==> config.mk <==
export PLATFORM = sky130hd
export DESIGN_NAME = rf_multiport
export DESIGN_NICKNAME = d
export VERILOG_FILES = /design/src/rtl/rf_multiport.sv
export SDC_FILE = /design/constraint.sdc
export NUM_CORES = 2
export LEC_CHECK = 0
export CORE_MARGIN = 1
export CORE_UTILIZATION = 25
export DETAILED_ROUTE_END_ITERATION = 16
export PLACE_DENSITY = 0.47
export SYNTH_ARGS = -nofsm -noshare
export SYNTH_HDL_FRONTEND = slang
export SYNTH_SLANG_ARGS = --single-unit
==> constraint.sdc <==
create_clock -name clk -period 7.45 [get_ports clk]
set_input_delay 2.235 -clock clk [delete_from_list [all_inputs] [get_ports clk]]
set_output_delay 2.235 -clock clk [all_outputs]
set_load 0.02 [all_outputs]
==> src/rtl/rf_multiport.sv <==
// rf_multiport: parametrised multi-port register file with write-first bypass and collision counting.
// Optional RF_ZERO_REG_EN hardwires register 0 to zero.
module rf_multiport #(
    parameter int DATA_W = 32,
    parameter int ADDR_W = 5,
    parameter int NR     = 2,
    parameter int NW     = 2
) (
    input  logic                 clk,
    input  logic                 rst,
    input  logic [NW-1:0]        wr_en,
    input  logic [NW*ADDR_W-1:0] wr_addr,
    input  logic [NW*DATA_W-1:0] wr_data,
    input  logic [NR-1:0]        rd_en,
    input  logic [NR*ADDR_W-1:0] rd_addr,
    output logic [NR*DATA_W-1:0] rd_data,
    output logic [NR-1:0]        rd_valid,
    output logic                 wr_conflict,
    output logic [15:0]          conflict_cnt
);
    localparam int DEPTH = 2 ** ADDR_W;

    logic [DATA_W-1:0]    mem [DEPTH];
    logic [NW-1:0]        we;
    logic                 collide;
    logic [NR*DATA_W-1:0] rd_next;

    // Effective write enables; with the zero register, writes to address 0 vanish entirely.
    always_comb begin
        we = '0;
        for (int p = 0; p < NW; p++) begin
`ifdef RF_ZERO_REG_EN
            we[p] = wr_en[p] && (wr_addr[p*ADDR_W +: ADDR_W] != '0);
`else
            we[p] = wr_en[p];
`endif
        end
    end

    always_comb begin
        collide = 1'b0;
        for (int i = 0; i < NW; i++)
            for (int j = i + 1; j < NW; j++)
                if (we[i] && we[j] && wr_addr[i*ADDR_W +: ADDR_W] == wr_addr[j*ADDR_W +: ADDR_W])
                    collide = 1'b1;
    end

    // Later ports override earlier ones, so the highest-index writer wins the bypass.
    always_comb begin
        rd_next = '0;
        for (int q = 0; q < NR; q++) begin
            rd_next[q*DATA_W +: DATA_W] = mem[rd_addr[q*ADDR_W +: ADDR_W]];
            for (int p = 0; p < NW; p++)
                if (we[p] && wr_addr[p*ADDR_W +: ADDR_W] == rd_addr[q*ADDR_W +: ADDR_W])
                    rd_next[q*DATA_W +: DATA_W] = wr_data[p*DATA_W +: DATA_W];
        end
    end

    always_ff @(posedge clk) begin
        if (rst) begin
            for (int a = 0; a < DEPTH; a++)
                mem[a] <= '0;
            rd_data      <= '0;
            rd_valid     <= '0;
            wr_conflict  <= 1'b0;
            conflict_cnt <= '0;
        end else begin
            for (int p = 0; p < NW; p++)
                if (we[p])
                    mem[wr_addr[p*ADDR_W +: ADDR_W]] <= wr_data[p*DATA_W +: DATA_W];
            for (int q = 0; q < NR; q++)
                if (rd_en[q])
                    rd_data[q*DATA_W +: DATA_W] <= rd_next[q*DATA_W +: DATA_W];
            rd_valid    <= rd_en;
            wr_conflict <= collide;
            if (collide && conflict_cnt != 16'hFFFF)
                conflict_cnt <= conflict_cnt + 16'd1;
        end
    end
endmodule

-- After elaboration in Yosys (flattened, before gate mapping)
Memory sizes are Yosys's and may differ from the RTL's. A register that Yosys moved wholly into a read port is not among the register bits.
Index checks and enable logic that the tools add are counted.
Widths: inputs -> output; s select.
- divide/modulo/power cells: 0
- bitwise operators: 0
- add/subtract/negate cells: 1
- magnitude comparators: 0
- multiply operators: 0
- muxes and demuxes: 15
- equality and inequality tests: 2
- shift operators: 0
- reduce and logical (&&, ||, !) cells: 5
- operators with widths (kind ; number):
    $mux 32 ; 2
    $reduce_or 32->1 ; 2
    $add 16x1->16 const B ; 1
    $ne 16x16->1 const B ; 1
    $mux 1 ; 11
    $mux 5 ; 2
    $eq 5x5->1 ; 1
    $logic_and 1x1->1 ; 3
- memories: 1
- ROM bits: 0
- bits in registers: 19
- word-level logic and storage cells: 27
- memory bits (writable): 1024
- bits in latches: 0
- memory list (memory ; words ; bits a word ; read ports ; clocked after Yosys merged registers in ; write ports ; line ; RTL):
    mem ; 32 ; 32 ; 2 ; 2 ; 32 ; 23 ; logic [DATA_W-1:0] mem [DEPTH];

-- Depth between registers and ports, before layout
- word-level depth: 5
- gate-level depth with buffers: 10

-- Worst setup path before layout
OpenSTA, ideal clock, no wires.
- path kind: input to register
- start: in wr_addr[0]
- end: mem mem[28][0], enable pin
- setup slack: 2198 ps
- cell stages on the path: 5
- path buffers: 3
- setup time: 436 ps
- required time: 7014 ps
- data arrival time: 4816 ps
- cell sequence: buf_2 or3_1 buf_2 buf_2 o221ai_1
- RTL lines (item ; line ; RTL):
    from (decl) ; 12 ; input logic [NW*ADDR_W-1:0] wr_addr,
    to (decl) ; 23 ;

==> results.toml <==
[clocking]
hold_buffers = 0
htreeDepth = 4
cts_resized = 0
clk_pin_slew_ns = 0.06
clk_latency_ns = 0.80
cts_sinks = 1107
numCtsBuffers = 137
cts_tree = "done"
clockBufferDepth = 3
cts_root_buf = "clkbuf_16"
post_cts_buffers = 0

[power]
switching_share = 0.2776
power_density_mw_per_mm2 = 223.7
ir_drop_mv = 0.2402
power_leakage_nw = 23.59
pwr-share-seq = 0.454
p_int_mw = 11.81
pwr-share-clk = 0.410
pwr-share-comb = 0.136
p_sw_mw = 4.539

[critical_path]
cp-end-kind = "flop"
crit_required_ns = 8.10
path_class = "primary input to flop"
crit_fanout = 17
arrival_ns = 5.59
startpoint_type = "primary input"

[yosys]
synth-xor-area-share = 0.003703
synthFlopType = "edfxtp_1"
synth_compound_area_frac = 0.2043
synth-simple-area-share = 0.02634
ys_seq_area_frac = 0.5103
synth_edf_count = 1024
async_flop_share = 0
syn-num-nets = 4549
syn_inst = 4458
synth_top_family_by_area = "compound AO/OA/AOI/OAI gates"
syn_avg_cell_area_um2 = 14.25
synth_cell_type_count = 74
muxShareOfSynthArea = 0.2008
yosysWarnings = 0
synthAdderAreaFrac = 0.0001970
yosys_register_bits = 1107
syn_area_mm2 = 0.06352

[global_routing]
grt_pass1_vias = 45370
grt-ovfl-total = 0
grt_util_all_layers = 0.2113
grt_pass1_wl_um = 382100
antenna_found_initial = 21
grt_max_degree = 109

[detailed_routing]
wl_per_cell_um = 35.93
viasPerCell = 5.995
dr.pass1.iters = 6
drt_iter0_markers = 5652
routed-via-count = 46350
drt_wl_total_um = 277800
drc = 0
ant_nets = 0

[timing]
hold_violations = 0
fin_setup_tns_ns = 0
relSlewSlack = 0.1544
slew_violations = 0
finalSetupViolCount = 0
rsz0062_at_grt = "no"
finalCritPeriodShare = 0.6625
skew_ns = 0.03664
fin_crit_ns = 4.935
worst_pin_slew_ns = 1.264
fmax_mhz = 202.6

[finish]
drive_gt1_frac = 0.2530
nets = 4362
finish.utilization = 0.2903
layout_common_cells = "a22o_1, edfxtp_1, mux4_2, buf_4, mux2i_1"
final_cell_area_mm2 = 0.07311
area_delta_synth_final_pct = 15.10

[hold_path]
hp-class = "flop to flop"

[place]
placedInstanceArea_mm2 = 0.06872
port_buffers = 172
dp_hpwl_um = 172300
gp_congestion = 0.8697

[die]
fp.dieArea_mm2 = 0.2561
fp-row-count = 184
start_util = 0.2522
die_w_um = 506.0
die-height_um = 506.0
ios = 173
fp.coreArea_mm2 = 0.2519

[flow_run]
drv_cap = 0

[status]
status = "complete, no violations"
[power by group through the flow]
stage / Combinational, mW / Clock [mW] / Sequential [mW]
5_1_grt: 2.29 / 7.00 / 7.46
4_1_cts: 2.20 / 6.77 / 7.42
3_5_place_dp: 2.19 / 0 / 7.55
6_report: 2.23 / 6.70 / 7.43
2_1_floorplan: 1.28 / 0 / 7.47
3_3_place_gp: 2.18 / 0 / 7.54
[per-layer routing]
| metal | vias to the layer above | wire [um] | track usage |
|---|---|---|---|
| met2 | 2578 | 129400 | 0.3372 |
| met5 | - | 138 | 0.005370 |
| li1 | 18480 | - | - |
| met3 | 541 | 24110 | 0.04459 |
| met4 | 22 | 13370 | 0.09441 |
| met1 | 24740 | 110800 | 0.2741 |
[Yosys cell counts, types with 16 or more instances]
| library cell | n | area [um2] |
|---|---|---|
| a21oi_1 | 24 | 120.1 |
| a221o_1 | 32 | 320.3 |
| a221oi_1 | 70 | 613.1 |
| a22o_1 | 1024 | 8969 |
| a22oi_1 | 26 | 195.2 |
| a31oi_1 | 32 | 200.2 |
| buf_1 | 64 | 240.2 |
| buf_2 | 212 | 1061 |
| buf_4 | 40 | 300.3 |
| buf_6 | 27 | 304.0 |
| clkbuf_1 | 371 | 1393 |
| dfxtp_1 | 83 | 1662 |
| edfxtp_1 | 1024 | 30750 |
| inv_1 | 37 | 138.9 |
| mux2_2 | 91 | 1025 |
| mux2i_1 | 184 | 1842 |
| mux4_2 | 439 | 9887 |
| nand2_1 | 49 | 183.9 |
| nor2_1 | 89 | 334.1 |
| nor3_1 | 17 | 85.08 |
| nor3_2 | 20 | 200.2 |
| o2111ai_1 | 27 | 236.5 |
| o211ai_1 | 31 | 232.7 |
| o21ai_0 | 48 | 240.2 |
| o221ai_1 | 35 | 306.5 |
| o22a_1 | 31 | 271.5 |
| o22ai_1 | 105 | 656.9 |
| o31ai_1 | 50 | 375.4 |
| or3_1 | 19 | 118.9 |
| xnor2_1 | 16 | 140.1 |
[registers in the layout, indices dropped and copies added, names as in the netlist]
register / count
rd_valid: 2
mem: 1024
wr_conflict: 1
rd_data: 64
conflict_cnt: 16
[area by class of cell]
cell class | count | area [um2]
antenna | 5 | 12.51
clock buffer | 171 | 3617
clock inverter | 76 | 753.2
fill | 25160 | 178800
inverter | 38 | 145.1
multi-input combinational | 2597 | 28660
sequential | 1107 | 32410
tap | 3348 | 4189
timing repair buffer | 390 | 3321
[final timing paths]
| check | startpoint | to | slack [ns] | cells past startpoint |
|---|---|---|---|---|
| hold reg to reg | conflict_cnt[5]$_SDFFE_PP0P_ | conflict_cnt[5]$_SDFFE_PP0P_ | 0.50 | 2 |
| setup / recovery | wr_addr[5] | mem[28][14]$_DFFE_PP_ | 2.51 | 6 |
| setup reg to reg | mem[22][8]$_DFFE_PP_ | rd_data[40]$_SDFFE_PP0P_ | 5.08 | 5 |
| hold / removal | conflict_cnt[5]$_SDFFE_PP0P_ | conflict_cnt[5]$_SDFFE_PP0P_ | 0.50 | 2 |
[worst max-delay path, stage by stage]
cell	delay, ns
clkdlybuf4s50_1	0.77
or3_2	0.86
nor2_4	0.06
nor3_4	0.92
buf_4	0.48
a22o_1	0.18
[kinds of logic (layout without fill, tap and decap cells)]
group / count (synthesis) / in the layout
AOI/OAI and AO/OA: 1560 / 1560
xor gates and xnor gates: 26 / 26
adders and majority gates: 1 / 1
buffers and inverters: 754 / 675
DFF: 1107 / 1107
muxes: 714 / 714
other: 0 / 5
and+or+nand+nor: 296 / 296
[per-stage QoR]
stage / hold slack (ns) / worst slack, ns / std cells / total power, mW
6_report: 0.5038 / 2.515 / 7732 / 16.35
5_1_grt: 0.5337 / 2.485 / 7728 / 16.75
4_1_cts: 0.4994 / 2.561 / 7727 / 16.40
3_5_place_dp: 0.4920 / 1.726 / 7480 / 9.744
3_3_place_gp: 0.4786 / 1.755 / 7480 / 9.719
2_1_floorplan: 0.5655 / 2.198 / 4458 / 8.752
Note: power is estimated with default switching activity, not from simulation.
